File: src/rtl/hpdcache_cmo_arb.sv
// Round-robin arbiter/sequencer of CMO requesters onto the single HPDcache CMO handler.
// Op bits: [0] fence, [1] inval_by_nline, [2] inval_all, [3] inval_by_set. Stats: `HPDCACHE_CMO_ARB_STATS_EN.
`timescale 1ns/1ps
module hpdcache_cmo_arb #(
  parameter int unsigned N_REQ   = 3,
  parameter int unsigned STATS_W = 16,
  parameter int unsigned ADDR_W  = 40,
  parameter int unsigned DATA_W  = 64
) (
  input  logic                    clk_i,
  input  logic                    rst_i,
  input  logic [N_REQ-1:0]        req_valid_i,
  output logic [N_REQ-1:0]        req_ready_o,
  input  logic [N_REQ*4-1:0]      req_op_i,
  input  logic [N_REQ*ADDR_W-1:0] req_addr_i,
  input  logic [N_REQ*DATA_W-1:0] req_wdata_i,
  output logic [N_REQ-1:0]        rsp_valid_o,
  output logic                    rsp_error_o,
  output logic                    cmo_req_valid_o,
  input  logic                    cmo_req_ready_i,
  output logic [3:0]              cmo_req_op_o,
  output logic [ADDR_W-1:0]       cmo_req_addr_o,
  output logic [DATA_W-1:0]       cmo_req_wdata_o,
`ifdef HPDCACHE_CMO_ARB_STATS_EN
  output logic [STATS_W-1:0]      stat_fence_o,
  output logic [STATS_W-1:0]      stat_inval_o,
  output logic [STATS_W-1:0]      stat_err_o,
`endif
  output logic                    busy_o
);

  localparam int unsigned PTR_W = $clog2(N_REQ);

  typedef enum logic [1:0] {S_IDLE, S_ISSUE, S_WAIT, S_RESP} state_t;

  state_t              state_q, state_d;
  logic [PTR_W-1:0]    rr_ptr_q, gnt_idx, next_ptr;
  logic [N_REQ-1:0]    gnt_oh, gnt_oh_q;
  logic                gnt_found, accept, sel_legal, err_q;
  logic [3:0]          sel_op, op_q;
  logic [ADDR_W-1:0]   sel_addr, addr_q;
  logic [DATA_W-1:0]   sel_wdata, wdata_q;

  // Two passes: first valid at or above the pointer, else first valid below it.
  always_comb begin
    gnt_oh    = '0;
    gnt_idx   = '0;
    gnt_found = 1'b0;
    for (int unsigned j = 0; j < N_REQ; j++) begin
      if (!gnt_found && req_valid_i[j] && (32'(rr_ptr_q) <= j)) begin
        gnt_oh[j] = 1'b1;
        gnt_idx   = PTR_W'(j);
        gnt_found = 1'b1;
      end
    end
    for (int unsigned j = 0; j < N_REQ; j++) begin
      if (!gnt_found && req_valid_i[j]) begin
        gnt_oh[j] = 1'b1;
        gnt_idx   = PTR_W'(j);
        gnt_found = 1'b1;
      end
    end
  end

  assign next_ptr = (gnt_idx == PTR_W'(N_REQ - 1)) ? '0 : gnt_idx + PTR_W'(1);
  assign accept   = (state_q == S_IDLE) && gnt_found;

  always_comb begin
    sel_op    = '0;
    sel_addr  = '0;
    sel_wdata = '0;
    for (int unsigned i = 0; i < N_REQ; i++) begin
      sel_op    = sel_op    | (req_op_i[i*4 +: 4]              & {4{gnt_oh[i]}});
      sel_addr  = sel_addr  | (req_addr_i[i*ADDR_W +: ADDR_W]  & {ADDR_W{gnt_oh[i]}});
      sel_wdata = sel_wdata | (req_wdata_i[i*DATA_W +: DATA_W] & {DATA_W{gnt_oh[i]}});
    end
  end

  assign sel_legal = (sel_op != 4'b0000) && ((sel_op & (sel_op - 4'd1)) == 4'b0000);

  always_ff @(posedge clk_i) begin
    if (rst_i) state_q <= S_IDLE;
    else       state_q <= state_d;
  end

  always_comb begin
    state_d = state_q;
    unique case (state_q)
      S_IDLE:  if (gnt_found) state_d = sel_legal ? S_ISSUE : S_RESP;
      S_ISSUE: if (cmo_req_ready_i) state_d = S_WAIT;
      S_WAIT:  if (cmo_req_ready_i) state_d = S_RESP;
      S_RESP:  state_d = S_IDLE;
      default: state_d = S_IDLE;
    endcase
  end

  always_ff @(posedge clk_i) begin
    if (rst_i) begin
      rr_ptr_q <= '0;
      gnt_oh_q <= '0;
      op_q     <= '0;
      addr_q   <= '0;
      wdata_q  <= '0;
      err_q    <= 1'b0;
    end else begin
      if (accept) begin
        rr_ptr_q <= next_ptr;
        gnt_oh_q <= gnt_oh;
        op_q     <= sel_op;
        addr_q   <= sel_addr;
        wdata_q  <= sel_wdata;
        err_q    <= !sel_legal;
      end
      if (state_q == S_RESP) err_q <= 1'b0;
    end
  end

  // Ready is the only combinational output; held low while reset is applied.
  assign req_ready_o     = (state_q == S_IDLE && !rst_i) ? gnt_oh : '0;
  assign rsp_valid_o     = (state_q == S_RESP) ? gnt_oh_q : '0;
  assign rsp_error_o     = (state_q == S_RESP) && err_q;
  assign cmo_req_valid_o = (state_q == S_ISSUE);
  assign cmo_req_op_o    = op_q;
  assign cmo_req_addr_o  = addr_q;
  assign cmo_req_wdata_o = wdata_q;
  assign busy_o          = (state_q != S_IDLE);

`ifdef HPDCACHE_CMO_ARB_STATS_EN
  logic [STATS_W-1:0] fence_cnt_q, inval_cnt_q, err_cnt_q;

  always_ff @(posedge clk_i) begin
    if (rst_i) begin
      fence_cnt_q <= '0;
      inval_cnt_q <= '0;
      err_cnt_q   <= '0;
    end else if (state_q == S_RESP) begin
      if (err_q) begin
        if (err_cnt_q != '1) err_cnt_q <= err_cnt_q + STATS_W'(1);
      end else if (op_q[0]) begin
        if (fence_cnt_q != '1) fence_cnt_q <= fence_cnt_q + STATS_W'(1);
      end else begin
        if (inval_cnt_q != '1) inval_cnt_q <= inval_cnt_q + STATS_W'(1);
      end
    end
  end

  assign stat_fence_o = fence_cnt_q;
  assign stat_inval_o = inval_cnt_q;
  assign stat_err_o   = err_cnt_q;
`endif

endmodule

File: config.mk
export PLATFORM = sky130hd
export DESIGN_NAME = hpdcache_cmo_arb
export DESIGN_NICKNAME = d
export VERILOG_FILES = /design/src/rtl/hpdcache_cmo_arb.sv
export SDC_FILE = /design/constraint.sdc
export NUM_CORES = 1
export LEC_CHECK = 0
export CORE_AREA = 5 5 172 174
export CTS_BUF_LIST = sky130_fd_sc_hd__clkbuf_8
export DETAILED_ROUTE_END_ITERATION = 16
export DIE_AREA = 0 0 177 179
export HOLD_SLACK_MARGIN = 0.08
export SYNTH_ARGS = -nofsm -noshare
export SYNTH_HDL_FRONTEND = slang
export SYNTH_SLANG_ARGS = --single-unit
File: constraint.sdc
create_clock -name clk_i -period 3.13 [get_ports clk_i]
set_clock_uncertainty 0.2 [all_clocks]
set_input_delay 0.626 -clock clk_i [delete_from_list [all_inputs] [get_ports clk_i]]
set_output_delay 0.626 -clock clk_i [all_outputs]
set_load 0.05 [all_outputs]
==> flow_summary.json, run 1 <==
{
  "antenna_found_initial": 5,
  "p_per_area_nw_per_um2": 816,
  "synthAdderAreaFrac_pct": 1.14,
  "slew_headroom_pct": 38.4,
  "vias": 7096,
  "worstReg2RegEnd": "cmo_req_addr_o[18]",
  "clkTransAtPathRegs_ps": 80,
  "ir_worst_vdd_mv": 0.333,
  "grt_max_degree": 69,
  "netlist_area_sq_um": 5480,
  "htree_levels": 4,
  "die_area_sq_um": 31700,
  "synthFlopType": "dfxtp_1",
  "drc": 0,
  "yosys_register_bits": 116,
  "max_stage_delay_ps": 490,
  "end_kind": "primary output",
  "postSynthAreaPerCell_sq_um": 8.30,
  "via_per_inst": 4.82,
  "rrSetupSlack_ps": 480,
  "layout_min_cycle_time_ps": 3010,
  "cpMaxStageDelayCell": "clkdlybuf4s50_1",
  "hold-path-endpoint": "cmo_req_wdata_o[10]",
  "outcome": "finished, final reports clean",
  "pre_cts_slack_ps": 25.1,
  "p_total_w": 0.00886,
  "cts_tree": "yes",
  "cts_hold_buffers": 0,
  "dr.pass1.iters": 5,
  "fmax_ghz": 0.333,
  "post-synth-top-count-cell": "dfxtp_1",
  "reg2reg_from": "state_q[0]",
  "synth_cells": 660,
  "crit_arrival_ps": 2180,
  "track_usage_pct": 17.7,
  "setup_viol": 0,
  "final_layout_size_suffix_gt1_share_pct": 7.14,
  "worstMarginPinSlew_ps": 921,
  "area_delta_synth_final_pct": 98.3,
  "synth_cell_types": 36,
  "first_iter_violations": 463,
  "p_leak_nw": 3.75,
  "nets": 1414,
  "hold_viol": 0,
  "synthMuxAreaShare_pct": 0,
  "startpoint_type": "input port",
  "synth_top_cell_by_area": "dfxtp_1",
  "die_w_um": 177,
  "io_buffers": 446,
  "wl_per_cell_um": 20.5,
  "overflow": 0,
  "fill_cells": 2862,
  "required_ps": 2300,
  "place_hpwl_um": 23100,
  "synth-edff-count": 0,
  "ios": 447,
  "yosysWarnings": 0,
  "fin_crit_sh_pct": 96.1,
  "hold_path_class": "reg -> reg",
  "finalMaxSlewViolations": 0,
  "insertion_delay_ps": 430,
  "worst_slack_ps": 123,
  "syn_nets": 995,
  "cap_violations": 0,
  "cts_made_buffers": 17,
  "synth_commonest_cells": "dfxtp_1 (116), nand2_1 (73), a22oi_1 (67), a31oi_1 (67), nand3_1 (67)",
  "synth-xor-area-share_pct": 0,
  "synth_top_family_by_area": "compound AO/OA/AOI/OAI gates",
  "netlist.area_leader.share_pct": 42.4,
  "core_area_sq_um": 27600,
  "fp-row-count": 61,
  "clock_sinks": 116,
  "yosys.area_share.simple_pct": 18.4,
  "cts_root_buf": "clkbuf_8",
  "path_class": "in -> out",
  "cp_max_fo": 6,
  "rsz0062_at_grt": "no",
  "stdcell_count": 1471,
  "hold_path_depth": 2,
  "synth.area.top_cells": "dfxtp_1 (42%), a22oi_1 (9.2%), a31oi_1 (7.7%)",
  "drt-total-wl_um": 30200,
  "max-clock-path-buffers": 2,
  "antenna_left": 0,
  "fp.dieH_um": 179,
  "async_flop_share_pct": 0,
  "min-delay-start": "cmo_req_wdata_o[10]",
  "grt_pass1_wl_um": 42700,
  "grt_pass1_vias": 7103,
  "synth-compound-area-share_pct": 32.2,
  "crit_chain": "clkdlybuf4s50_1 -> nor2b_1 -> o21ai_0 -> buf_4 -> and2_2 -> nor2b_2 -> buf_12",
  "ff2ff_path_depth": 7,
  "start_util_pct": 19.8,
  "dpl.cell_count": 1437,
  "seq_area_frac_synth_pct": 42.4,
  "routabilityCongestion": 0.807
}
sequential cells by signal, summed over array words and instances (netlist names):
name             flops
cmo_req_wdata_o     64
err_q                1
cmo_req_addr_o      40
gnt_oh_q             3
rr_ptr_q             2
state_q              2
cmo_req_op_o         4
cell type report:
type                       count  area, sq um  area share, %
multi-input combinational    465         2860           26.3
sequential                   116         2320           21.4
antenna                        1         2.50         0.0230
clock inverter                15          159           1.46
inverter                       4         15.0          0.138
tap                          378          473           4.36
clock buffer                  17          234           2.15
timing repair buffer         475         4790           44.2
cells in the final DEF (no fill, tap or decap), types with 10 or more instances in the layout:
master / synthesis / layout
dfxtp_1: 116 / 116
clkdlybuf4s50_1: 0 / 441
nor2_1: 55 / 54
clkbuf_8: 0 / 17
buf_4: 0 / 24
nand3_1: 67 / 67
buf_12: 0 / 10
nand2_1: 73 / 73
a222oi_1: 37 / 37
a22oi_1: 67 / 67
a31oi_1: 67 / 67
a211oi_1: 40 / 40
cell families (layout without fill, tap and decap cells):
family          after synthesis  count (layout)
fa+ha+maj                     5               5
compound gates              234             234
buf+inv                      79             511
flops                       116             116
other cells                   0               1
simple gates                226             226
power breakdown:
group          leakage, nW  switching, W  internal [W]
clock                0.186      0.000735      0.000713
combinational         2.60       0.00332       0.00189
sequential           0.957      0.000251       0.00195
critical path, delay by kind of cell:
family                 cells  cell delay, ps
AND/OR/NAND/NOR            3             530
AO/OA/AOI/OAI              1             180
buffers and inverters      3             820
per-stage QoR:
stage               util [%]  cell area, sq um  TNS, ps  hold slack (ps)
detailed placement      37.8             10500        0              269
global placement        37.8             10500        0              258
global route            39.3             10900        0              301
finish                  39.3             10900        0              278
floorplan                  -              5480    -18.1              248
CTS                     39.3             10800        0              280
worst max-delay path by stage:
| stage | from | to | slack (ps) | depth (start not counted) |
|---|---|---|---|---|
| finish | req_valid_i[2] | req_ready_o[1] | 120 | 7 |
| global route | req_valid_i[1] | req_ready_o[2] | 40 | 6 |
| CTS | req_valid_i[1] | req_ready_o[2] | 100 | 6 |
| detailed placement | req_valid_i[2] | cmo_req_wdata_o[4] | 30 | 7 |
| global placement | req_valid_i[2] | cmo_req_wdata_o[29] | 70 | 7 |
| floorplan | req_valid_i[1] | req_ready_o[2] | -20 | 6 |
per-layer routing:
metal	global-route usage [%]	vias to the layer above	part of all wire [%]
li1	-	3389	-
met1	20.3	3287	39
met4	5.80	8	2.4
met5	0	-	0.21
met2	30.8	372	50
met3	6.24	40	8.9
what timing repair did:
item | 4_1_cts | 5_1_grt
endpoints found under the setup margin | 0 | 1
buffers inserted | 0 | 1
resized for setup | 0 | 0
hold endpoints to repair | 0 | 0
(Power assumes the default switching activity.)
==> run 2, diff against run 1 <==
SLEW_MARGIN = 10   (was not set)
==> results of run 2 <==
No change in the layout: final DEF, timing and power equal those of run 1.
